[config.mk]
export PLATFORM = sky130hd
export DESIGN_NAME = mem_read_arbiter
export DESIGN_NICKNAME = d
export VERILOG_FILES = /design/src/rtl/mem_arb_pkg.sv /design/src/rtl/rr_arbiter_2.sv /design/src/rtl/mem_read_arbiter.sv
export SDC_FILE = /design/constraint.sdc
export NUM_CORES = 1
export LEC_CHECK = 0
export ABC_AREA = 1
export CORE_AREA = 8 8 90 92
export DETAILED_ROUTE_END_ITERATION = 12
export DIE_AREA = 0 0 98 100
export PLACE_DENSITY = 0.75
export REMOVE_ABC_BUFFERS = 1
export SETUP_SLACK_MARGIN = 0.02
export SLEW_MARGIN = 20
export SYNTH_ARGS = -nofsm -noshare
export SYNTH_HDL_FRONTEND = slang
export SYNTH_SLANG_ARGS = --single-unit
[constraint.sdc]
create_clock -name clock -period 1.3 [get_ports clock]
set_input_delay 0.195 -clock clock [delete_from_list [all_inputs] [get_ports clock]]
set_output_delay 0.195 -clock clock [all_outputs]
set_load 0.01 [all_outputs]
[src/rtl/mem_arb_pkg.sv]
// ---------------------------------------------------------------------------
// mem_arb_pkg
// Shared types and helpers for the memory-side read arbiter and its
// round-robin arbitration core.
//   state_t    : arbiter FSM states (IDLE, BUSY)
//   req_id_t   : one-bit requester identifier
//   REQ_FETCH  : requester 0, instruction fetch
//   REQ_LOAD   : requester 1, data load
//   req_onehot : turns a requester id into a two-bit one-hot mask
// ---------------------------------------------------------------------------
package mem_arb_pkg;

    typedef enum logic {
        IDLE = 1'b0,
        BUSY = 1'b1
    } state_t;

    typedef logic req_id_t;

    localparam req_id_t REQ_FETCH = 1'b0;
    localparam req_id_t REQ_LOAD  = 1'b1;

    // Per-requester response/error bits are laid out as a two-bit vector
    // indexed by requester id, so this mask is used wherever a single
    // requester's bit has to be raised or masked off.
    function automatic logic [1:0] req_onehot(input req_id_t id);
        return (id == REQ_LOAD) ? 2'b10 : 2'b01;
    endfunction

endpackage

[src/rtl/rr_arbiter_2.sv]
// ---------------------------------------------------------------------------
// rr_arbiter_2
// Two-way round-robin arbiter: combinational winner selection plus the
// last_grant register. Shared by the read and write arbiters.
// Ports:
//   clock   in   system clock, rising edge
//   reset_n in   asynchronous active-low reset
//   req     in   request vector, bit n = requester n
//   update  in   commit the current winner as last_grant
//   winner  out  selected requester (meaningful only when valid=1)
//   valid   out  at least one request is present
// ---------------------------------------------------------------------------
module rr_arbiter_2
    import mem_arb_pkg::*;
(
    input  logic       clock,
    input  logic       reset_n,
    input  logic [1:0] req,
    input  logic       update,
    output logic       winner,
    output logic       valid
);

    logic last_grant;

    // Winner selection. A lone requester always wins; on a tie the
    // requester that was not granted last time goes first, which gives
    // strict alternation under continuous contention.
    always_comb begin
        valid  = |req;
        winner = REQ_FETCH;
        case (req)
            2'b01:   winner = REQ_FETCH;
            2'b10:   winner = REQ_LOAD;
            2'b11:   winner = ~last_grant;
            default: winner = REQ_FETCH;
        endcase
    end

    // Priority history. Resetting to REQ_LOAD means the fetch port wins
    // the very first tie after reset.
    always_ff @(posedge clock or negedge reset_n) begin
        if (!reset_n) begin
            last_grant <= REQ_LOAD;
        end else if (update && valid) begin
            last_grant <= winner;
        end
    end

endmodule

[src/rtl/mem_read_arbiter.sv]
// ---------------------------------------------------------------------------
// mem_read_arbiter
// Shares one memory read port between instruction fetch (requester 0) and
// data load (requester 1). One transaction at a time, round-robin
// priority, back-to-back handoff with no bubble, and a per-transaction
// timeout that returns an error pulse.
// Ports:
//   clock, reset_n            clock and asynchronous active-low reset
//   rq_enable[1:0]            per-requester request, held until response
//   rq0/rq1_address, _index   request address / valid-bit index
//   rq_response[1:0]          one-cycle completion pulse per requester
//   rq_error[1:0]             qualifies rq_response: timeout abort
//   rq_data                   read data, valid with rq_response only
//   mem_address, mem_index    held stable towards memory while busy
//   mem_enable                memory request, held until mem_response
//   mem_data, mem_response    memory return data and completion pulse
// ---------------------------------------------------------------------------
module mem_read_arbiter
    import mem_arb_pkg::*;
#(
    parameter  int WIDTH   = 32,
    parameter  int DEPTH   = 65536,
    parameter  int TIMEOUT = 255,
    localparam int ADDR_W  = $clog2(DEPTH),
    localparam int IDX_W   = $clog2(WIDTH)
) (
    input  logic              clock,
    input  logic              reset_n,
    input  logic [1:0]        rq_enable,
    input  logic [ADDR_W-1:0] rq0_address,
    input  logic [ADDR_W-1:0] rq1_address,
    input  logic [IDX_W-1:0]  rq0_index,
    input  logic [IDX_W-1:0]  rq1_index,
    output logic [1:0]        rq_response,
    output logic [1:0]        rq_error,
    output logic [WIDTH-1:0]  rq_data,
    output logic [ADDR_W-1:0] mem_address,
    output logic [IDX_W-1:0]  mem_index,
    output logic              mem_enable,
    input  logic [WIDTH-1:0]  mem_data,
    input  logic              mem_response
);

    localparam int CNT_W = (TIMEOUT > 0) ? $clog2(TIMEOUT + 1) : 1;
    localparam logic [CNT_W-1:0] CNT_LAST = (TIMEOUT > 0) ? CNT_W'(TIMEOUT - 1) : '0;
    localparam logic [CNT_W-1:0] CNT_MAX  = '1;

    state_t           state;
    state_t           state_next;
    logic             grant;
    logic [CNT_W-1:0] count;
    logic [1:0]       timeout_resp;
    logic [1:0]       arb_req;
    logic             arb_winner;
    logic             arb_valid;
    logic             completing;
    logic             timeout_hit;
    logic             grant_now;

    // Who may be arbitrated this cycle. In IDLE a requester whose timeout
    // pulse is on the outputs right now has not had a chance to drop its
    // enable yet, so it is masked. On completion only the other requester
    // may be handed the port directly; the finishing one is still holding
    // its enable for this cycle. A response that lands on the last timeout
    // cycle wins over the timeout.
    always_comb begin
        completing  = (state == BUSY) && mem_response;
        timeout_hit = (state == BUSY) && !mem_response && (TIMEOUT != 0) && (count == CNT_LAST);
        arb_req     = 2'b00;
        if (state == IDLE) begin
            arb_req = rq_enable & ~timeout_resp;
        end else if (completing) begin
            arb_req = rq_enable & ~req_onehot(grant);
        end
        grant_now = arb_valid && ((state == IDLE) || completing);
    end

    rr_arbiter_2 u_rr_arbiter (
        .clock   (clock),
        .reset_n (reset_n),
        .req     (arb_req),
        .update  (grant_now),
        .winner  (arb_winner),
        .valid   (arb_valid)
    );

    // FSM state register.
    always_ff @(posedge clock or negedge reset_n) begin
        if (!reset_n) begin
            state <= IDLE;
        end else begin
            state <= state_next;
        end
    end

    // FSM next-state logic. BUSY stays BUSY across a completion when the
    // other requester is waiting, which is what keeps mem_enable high
    // through a handoff.
    always_comb begin
        state_next = state;
        case (state)
            IDLE: begin
                if (arb_valid) begin
                    state_next = BUSY;
                end
            end
            BUSY: begin
                if (completing) begin
                    state_next = arb_valid ? BUSY : IDLE;
                end else if (timeout_hit) begin
                    state_next = IDLE;
                end
            end
            default: state_next = IDLE;
        endcase
    end

    // Transaction datapath: latch the winner's address/index on every
    // grant and restart the timeout counter; otherwise count busy cycles,
    // saturating so the counter can never wrap back into range. The
    // timeout response is registered so it appears the cycle after expiry.
    always_ff @(posedge clock or negedge reset_n) begin
        if (!reset_n) begin
            grant        <= REQ_FETCH;
            mem_address  <= '0;
            mem_index    <= '0;
            count        <= '0;
            timeout_resp <= 2'b00;
        end else begin
            timeout_resp <= timeout_hit ? req_onehot(grant) : 2'b00;
            if (grant_now) begin
                grant       <= arb_winner;
                mem_address <= (arb_winner == REQ_LOAD) ? rq1_address : rq0_address;
                mem_index   <= (arb_winner == REQ_LOAD) ? rq1_index : rq0_index;
                count       <= '0;
            end else if ((state == BUSY) && (count != CNT_MAX)) begin
                count <= count + 1'b1;
            end
        end
    end

    // FSM outputs. Normal completion is routed straight through in the
    // mem_response cycle; the timeout pulse comes from the register above.
    // The two can never overlap because a timeout always leaves BUSY.
    always_comb begin
        mem_enable  = (state == BUSY);
        rq_response = timeout_resp;
        rq_error    = timeout_resp;
        rq_data     = '0;
        if (completing) begin
            rq_response = req_onehot(grant);
            rq_data     = mem_data;
        end
    end

endmodule

After elaboration in Yosys (flattened, before gate mapping)
Index checks and enable logic that the tools add are counted.
{ "totals": {"reg_bits": 34, "out_inout_bits": 58, "input_bits": 79, "wordCells": 43} }
{ "classes": {"mux": 15, "bitwise_logic": 6, "reduce_logical": 10, "n_addsub": 1, "n_eq_ne": 4} }
{ "op_table": {"columns": ["cell", "count"], "rows": [
  ["two-way mux 32 bit", 1],
  ["two-way mux 16 bit", 1],
  ["two-way mux 8 bit", 2],
  ["two-way mux 2 bit", 5],
  ["adder 8 x 1 -> 8 bit, second input constant", 1],
  ["== test 8 bit, second input constant", 1],
  ["!= test 8 bit, second input constant", 1],
  ["logical AND 1 bit", 6],
  ["two-way mux 5 bit", 1],
  ["bitwise AND 2 bit", 2],
  ["== test 2 bit, second input constant", 2],
  ["NOT 2 bit", 2],
  ["case mux 1 bit (2 select lines)", 2],
  ["two-way mux 1 bit", 3],
  ["NOT 1 bit", 2],
  ["nonzero test 2 bit", 1],
  ["OR reduction 2 bit", 1],
  ["zero test 1 bit", 1],
  ["logical OR 1 bit", 1]
]} }

Logic depth before layout (Yosys ltp)
Gate-level depths: netlist of the first run.
{ "logic_depth": {"depth_word": 9, "mapped_depth": 9, "mapped_depth_nobuf": 8} }

By module
From an unflattened synthesis of the first run, not the netlist that was laid out.
{ "hier_totals": {"hier_cells": 289, "hier_area_um2": 1985.7} }
{ "modules_own_cells": {"columns": ["mod", "area_per_inst_um2", "seq_area_each_um2", "cells_per_inst", "instances"], "rows": [
  ["mem_read_arbiter", 1924.3, 825.8, 281, 1],
  ["rr_arbiter_2", 61.3, 26.3, 8, 1]
]} }

Worst setup path after synthesis of the first run
No wires, ideal clock.
{ "synth_timing": {"path_kind": "register to register", "start": "register state (netlist: mem_enable)", "end": "register mem_address[10]", "path_buffers": 1, "t_arrival_ns": 1.256, "path_stages_with_launch": 8, "setup_time_ns": 0.118, "period_less_slack_ns": 1.373, "path_slack_ns": -0.073, "required_time_ns": 1.182, "cell_sequence": "dfrtp_1 > inv_2 > a21boi_1 > nand3_1 > clkbuf_1 > nand3_1 > nand3_1 > nand2_1"} }
{ "synth_via": {"elab_chain_cells": 6, "elab_cells_between_ends": 11, "classes_between": "2 x eq/ne; 4 x mux; 1 x bitwise; 4 x reduce/logical"} }
{ "synth_lines": {"columns": ["element", "line_no", "source"], "rows": [
  ["start, declared", "mem_read_arbiter.sv:48", "state_t state;"],
  ["start signal, assigned", "mem_read_arbiter.sv:92", "state <= state_next;"],
  ["logical AND 1 bit", "mem_read_arbiter.sv:67", "completing = (state == BUSY) && mem_response;"],
  ["two-way mux 2 bit", "mem_read_arbiter.sv:72", "end else if (completing) begin"],
  ["two-way mux 2 bit", "mem_read_arbiter.sv:70", "if (state == IDLE) begin"],
  ["== test 2 bit", "rr_arbiter_2.sv:32", "case (req)"],
  ["case mux 1 bit (2 select lines)", "rr_arbiter_2.sv:32", null],
  ["two-way mux 16 bit", "mem_read_arbiter.sv:133", "mem_address <= (arb_winner == REQ_LOAD) ? rq1_address : rq0_address;"],
  ["end signal, assigned", "mem_read_arbiter.sv:133", null],
  ["end, declared", "mem_read_arbiter.sv:37", "output logic [ADDR_W-1:0] mem_address,"]
]} }
Several ways; a longest one is shown, not always the timed one.
A chain may end at the register's enable or synchronous reset.

Worst setup path after layout of the first run
{ "layout_timing": {"start": "register state (netlist: mem_enable)", "end": "register count[4]"} }
{ "layout_via": {"elab_chain_cells": 6, "elab_cells_between_ends": 10, "classes_between": "3 x mux; 1 x bitwise; 6 x reduce/logical"} }
{ "layout_lines": {"columns": ["element", "line_no", "source"], "rows": [
  ["logical AND 1 bit", "mem_read_arbiter.sv:67", null],
  ["two-way mux 2 bit", "mem_read_arbiter.sv:72", null],
  ["two-way mux 2 bit", "mem_read_arbiter.sv:70", null],
  ["OR reduction 2 bit", "rr_arbiter_2.sv:30", "valid = |req;"],
  ["logical AND 1 bit", "mem_read_arbiter.sv:75", "grant_now = arb_valid && ((state == IDLE) || completing);"],
  ["two-way mux 8 bit or nonzero test 2 bit (tied branches)", null, null],
  ["end signal, assigned", "mem_read_arbiter.sv:137", "count <= count + 1'b1;"],
  ["end, declared", "mem_read_arbiter.sv:51", "logic [CNT_W-1:0] count;"]
]} }
Several ways; a longest one is shown, not always the timed one.

==> flow_metrics.tcl, run 1 <==
set metrics [dict create \
    status "finished with violations" \
    violations "negative setup slack" \
    gp_congestion 0.860 \
    worst_ep_arrival_time_ns 1.68 \
    ys.warnings.count 0 \
    first_pass_iters 4 \
    grt_pass1_wl_um 13400 \
    grt_max_degree 26 \
    period_share 1.15 \
    hold-worst-slack_ns 0.370 \
    skew_ns 0.00357 \
    initial_core_util 0.335 \
    portBuffers 136 \
    setup_viol 66 \
    maxCapViolCount 0 \
    critPathMostFrequentCell "inv_4" \
    grt-ovfl-total 0 \
    synth_seq_cells 34 \
    ctsHtreeMaxLevel 2 \
    syn_area_um2 2220 \
    area_delta_synth_final_pct 100 \
    post_drt_via_cell_ratio 4.54 \
    clockBufferDepth 2 \
    ios 137 \
    ys_types 20 \
    crit_path_max_fanout 6 \
    wl_um 9040 \
    irDropWorstVdd_uv 736 \
    fin_util 0.671 \
    yosysSeqAreaShare 0.383 \
    fin_cells 604 \
    synthCells 352 \
    grtUsageTotal 0.167 \
    slew_viol_final 0 \
    max_stage_delay_ns 0.41 \
    rsz0062_at_grt "true" \
    yosys.area.top_type_share 0.371 \
    cts_root_buf "clkbuf_8" \
    crit_required_ns 1.48 \
    wl_per_cell_um 15.0 \
    cts_sinks 34 \
    final_antenna_net_count 0 \
    drive_above_1_share 0.258 \
    fp.dieH_um 100 \
    dpl-instance-area_um2 3880 \
    die_area_um2 9800 \
    path_clk_slew_ns 0.07 \
    fin_crit_ns 1.50 \
    worst_slew_pin_slew_ns 0.395 \
    synthTopCellsByArea "dfrtp_1 (37%), nand2_1 (16%), inv_1 (15%)" \
    rows 30 \
    relSlewSlack 0.736 \
    fp.dieW_um 98 \
    final-hold-violation-count 0 \
    hold_path_class "in -> async" \
    r2r-start "mem_enable" \
    end_kind "flop" \
    power.density_nw_per_um2 1470 \
    drc 0 \
    crit_chain "buf_6, inv_4, a21boi_4, nand2_2, o21ai_4, inv_4, clkbuf_16, nand3_1, nand2_1" \
    fin_area_um2 4460 \
    worstSetupPathType "reg -> reg" \
    diodes 0 \
    cp_slowest_cell "dfrtp_1" \
    drt_iter0_markers 99 \
    grt_pass1_vias 2819 \
    layout_setup_ws_ns -0.199 \
    cts_made_buffers 5 \
    dp.cells 582 \
    vias 2744 \
    core-area_um2 6640 \
    antenna_found_initial 0 \
    fmax_ghz 0.667 \
    synth.largest_area_cell "dfrtp_1" \
    critPathLaunchType "flop" \
    crit_family "buffers and inverters" \
    tns_ns -10.71 \
    cp_num_buf_inv 4 \
    startpoint "mem_enable" \
    clk-insertion-delay-late_ns 0.28 \
    cts_tree "done" \
    post-dp-hpwl_um 6350 \
    fin_nets 604 \
    avgSynthCellArea_um2 6.32 \
    p_leak_nw 2.43 \
]
kinds of logic after synthesis:
family,after synthesis,share of synthesized area
and+or+nand+nor,201,0.381
buffers and inverters,103,0.183
DFF,34,0.383
AOI/OAI and AO/OA,9,0.0298
xor gates and xnor gates,3,0.0118
adders and majority gates,2,0.0112
worst reg2reg max path, stage by stage, from the launching register on:
cell	delay, ns
dfrtp_1	0.41
buf_6	0.15
inv_4	0.06
a21boi_4	0.16
nand2_2	0.09
o21ai_4	0.10
inv_4	0.10
clkbuf_16	0.17
nand3_1	0.09
nand2_1	0.05
sequential cells by signal, indices dropped and copies added (netlist names):
signal,count
mem_enable,1
u_rr_arbiter.last_grant,1
count,8
grant,1
rq_error,2
mem_address,16
mem_index,5
where the power goes:
group	total [W]	internal (W)	switching, W
Combinational	0.00403	0.00199	0.00203
Sequential	0.00172	0.00148	0.000240
Clock	0.000797	0.000427	0.000370
Total	0.00655	0.00391	0.00264
layout make-up:
cell class                      instances  area (µm²)
Fill cell                             542        2190
Timing Repair Buffer                  178        1840
Multi-Input combinational cell        215        1240
Sequential cell                        34         852
Inverter                               89         339
Tap cell                               80         100
Clock buffer                            7        86.3
Clock inverter                          1        5.00
through the flow:
stage / power, W / setup slack [ns]
floorplan: 0.00312 / -0.553
global placement: 0.00514 / -0.501
detailed placement: 0.00521 / -0.568
CTS: 0.00598 / -0.196
global route: 0.00702 / -0.270
finish: 0.00655 / -0.199
cells in the mapped netlist:
master	instances
dfstp_2	1
buf_4	3
nand2_2	2
inv_2	2
clkbuf_1	4
dfrtp_1	33
nor2_1	42
nand3_1	58
nand2_1	94
a21boi_1	1
o21ai_4	1
nor3_1	1
a21oi_2	2
xor2_1	3
o21ai_0	5
inv_1	87
nor2_4	1
ha_1	2
buf_2	7
nand4_1	3
metal layers:
| metal | share of wire | track usage | vias up |
|---|---|---|---|
| met2 | 0.49 | 0.304 | 139 |
| met1 | 0.40 | 0.181 | 1220 |
| met3 | 0.088 | 0.0588 | 10 |
| met4 | 0.014 | 0.0396 | 0 |
| li1 | - | - | 1375 |
| met5 | 0 | 0 | - |
placed cells by master (no fill, tap or decap), types with 4 or more instances in the layout:
| cell type | n |
|---|---|
| dfrtp_1 | 33 |
| inv_1 | 87 |
| buf_4 | 22 |
| buf_6 | 32 |
| nand2_1 | 88 |
| nand3_1 | 56 |
| nor2_4 | 26 |
| nor2_2 | 5 |
| buf_2 | 10 |
| dlygate4sd2_1 | 25 |
| clkdlybuf4s50_1 | 76 |
| o21ai_2 | 4 |
| buf_12 | 7 |
| nor2_1 | 12 |
| clkbuf_8 | 6 |
| nand2_2 | 5 |
path summary, 6_finish.rpt:
| kind | to | slack, ns | depth (start not counted) |
|---|---|---|---|
| setup / recovery | count[4] | -0.20 | 9 |
| hold / removal | rq_error[0] | 0.37 | 2 |
| setup reg to reg | count[4] | -0.20 | 9 |
| hold reg to reg | mem_index[3] | 0.47 | 2 |
| max in group asynchronous | count[2] | 0.50 | 3 |
| min in group clock | mem_index[3] | 0.47 | 2 |
what timing repair did:
| item | CTS | global route |
|---|---|---|
| endpoints found under the hold margin | 14 | 0 |
| resized for setup | 197 | 82 |
| hold buffers | 1 | 0 |
| cloned | 3 | 4 |
| buffers inserted | 3 | 6 |
| setup endpoints to repair | 89 | 67 |
| pin swaps | 3 | 6 |
Note: power is estimated with default switching activity, not from simulation.
==> inputs of run 2 (changes only) <==
Settings changed: CORE_AREA 8 8 90 92 to 2 2 84 86, DIE_AREA 0 0 98 100 to 0 0 86 88.
==> run 2 against run 1 <==
  * The run still ends with negative setup slack left
  * Global-route usage is 1.5 points higher
  * Non-clock buffer count is 1 lower
  * Critical path type is now reg -> out
  * Final area is 7.3% lower
  * Utilization is 4.9 points lower
  * Die area is 23% lower
  * Largest power group unchanged
  * Routed wire length is 19% lower
  * First-iteration DRC count is 43% lower
==> flow_metrics.tcl, run 2 (synthesis gave the netlist of run 1 again) <==
set metrics [dict create \
    antenna_found_initial 0 \
    status "finished with violations" \
    p_int_w 0.00372 \
    path_clk_slew_ns 0.08 \
    layout_setup_ws_ns -0.214 \
    diodes 0 \
    portBuffers 136 \
    fin_crit_ns 1.51 \
    crit_required_ns 1.11 \
    gp_congestion 0.775 \
    final_antenna_net_count 0 \
    cts_made_buffers 5 \
    ctsHtreeMaxLevel 2 \
    worst_ep_arrival_time_ns 1.32 \
    crit_path_max_fanout 6 \
    crit_chain "buf_4, nand2_8, buf_6, buf_6, nor2_4, buf_6" \
    max_stage_delay_ns 0.37 \
    crit_family "buffers and inverters" \
    cts_tree "done" \
    drive_above_1_share 0.231 \
    hold-worst-slack_ns 0.304 \
    wl_per_cell_um 12.1 \
    worstSetupPathType "reg -> out" \
    rsz0062_at_grt "true" \
    area_delta_synth_final_pct 85.7 \
    ios 137 \
    setup_viol 66 \
    end_kind "output pin" \
    skew_ns 0.00915 \
    switchingPower_w 0.00254 \
    fmax_ghz 0.660 \
    die_area_um2 7570 \
    final-hold-violation-count 0 \
    drc 0 \
    drt_iter0_markers 56 \
    p_seq_frac 0.280 \
    period_share 1.16 \
    post-dp-hpwl_um 5470 \
    rr_worst_depth 9 \
    grt_pass1_vias 2505 \
    n_fill_cell 620 \
    comb_power_share 0.586 \
    cp_num_buf_inv 4 \
    irDropWorstVdd_uv 731 \
    violations "negative setup slack" \
    grt_pass1_wl_um 11000 \
    maxCapViolCount 0 \
    critPathMostFrequentCell "buf_6" \
    cp.depth 6 \
    fp.dieH_um 88 \
    grt-ovfl-total 0 \
    core-area_um2 6640 \
    fin_cells 603 \
    initial_core_util 0.335 \
    layout_commonest_cell "inv_1" \
    slew_viol_final 0 \
    layout_common_cells "inv_1 (87), nand2_1 (82), clkdlybuf4s50_1 (76)" \
    p_sw_frac 0.406 \
    wl_um 7320 \
    cp_slowest_cell "dfrtp_1" \
    critPathLaunchType "flop" \
    p_leak_nw 2.37 \
    vias 2718 \
    first_pass_iters 4 \
    reg_top3 "mem_address: 16 flops, count: 8 flops, mem_index: 5 flops" \
    clkPwrFrac 0.135 \
    cts_sinks 34 \
    grt_max_degree 29 \
    fin_nets 603 \
    worst_slew_pin_slew_ns 0.289 \
    cts_root_buf "clkbuf_8" \
    relSlewSlack 0.807 \
    grtUsageTotal 0.182 \
    largest_reg_flops 16 \
    fp.dieW_um 86 \
    clockBufferDepth 2 \
    clk-insertion-delay-late_ns 0.29 \
    hold_path_class "in -> async" \
    power.density_nw_per_um2 1520 \
    power_w 0.00626 \
    dp.cells 585 \
    regMostFlops "mem_address" \
    rows 30 \
    post_drt_via_cell_ratio 4.51 \
]
-- run 2: cell types whose count changed in the layout (fill, tap and decap cells not counted), sizes merged --
cell,delta
buf,-2
clkdlybuf4s15,+1
clkinvlp,+1
dlygate4sd2,-1
-- run 2: layout make-up --
| type | instances | area, µm² | area share |
|---|---|---|---|
| inverter | 89 | 344 | 0.0833 |
| multi-input combinational | 215 | 1110 | 0.268 |
| tap | 80 | 100 | 0.0242 |
| timing repair buffer | 177 | 1630 | 0.394 |
| clock buffer | 6 | 82.6 | 0.0200 |
| sequential | 34 | 852 | 0.206 |
| clock inverter | 2 | 16.3 | 0.00394 |
-- run 2: what timing repair did --
| action | in CTS | in global routing |
|---|---|---|
| setup endpoints to repair | 90 | 67 |
| hold buffers | 1 | 0 |
| hold endpoints to repair | 8 | 0 |
| resized for setup | 185 | 33 |
| cloned | 1 | 4 |
| setup buffers | 1 | 3 |
| pin swaps | 2 | 7 |
-- run 2: power groups by stage --
stage / Combinational (W) / Clock, W / Sequential (W)
floorplan: 0.00123 / 0 / 0.00190
global placement: 0.00336 / 0 / 0.00174
detailed placement: 0.00341 / 0 / 0.00175
CTS: 0.00322 / 0.000872 / 0.00174
global route: 0.00403 / 0.000914 / 0.00181
finish: 0.00367 / 0.000845 / 0.00175
-- run 2: worst paths after layout --
kind,startpoint,endpoint,slack [ns]
max,mem_enable,rq_data[8],-0.21
min,reset_n,mem_address[1],0.30
max reg2reg,mem_enable,count[6],-0.20
min reg2reg,mem_address[5],mem_address[5],0.48
max in group asynchronous,reset_n,mem_address[5],0.52
min in group clock,mem_address[5],mem_address[5],0.48
-- run 2: per-stage QoR --
| step | TNS [ns] | utilization | cell area [µm²] | setup WS (ns) |
|---|---|---|---|---|
| 2_1_floorplan | -21.02 | - | 2150 | -0.553 |
| 3_3_place_gp | -30.51 | 0.584 | 3880 | -0.548 |
| 3_5_place_dp | -31.88 | 0.584 | 3880 | -0.576 |
| 4_1_cts | -8.96 | 0.592 | 3930 | -0.223 |
| 5_1_grt | -15.26 | 0.622 | 4130 | -0.285 |
| 6_report | -10.25 | 0.622 | 4130 | -0.214 |
-- run 2: layer usage --
layer	up-vias	wire [µm]	track usage
met5	-	0	0
met4	0	147	0.0563
met3	19	776	0.0584
met2	130	3560	0.345
met1	1196	2840	0.191
li1	1373	-	-
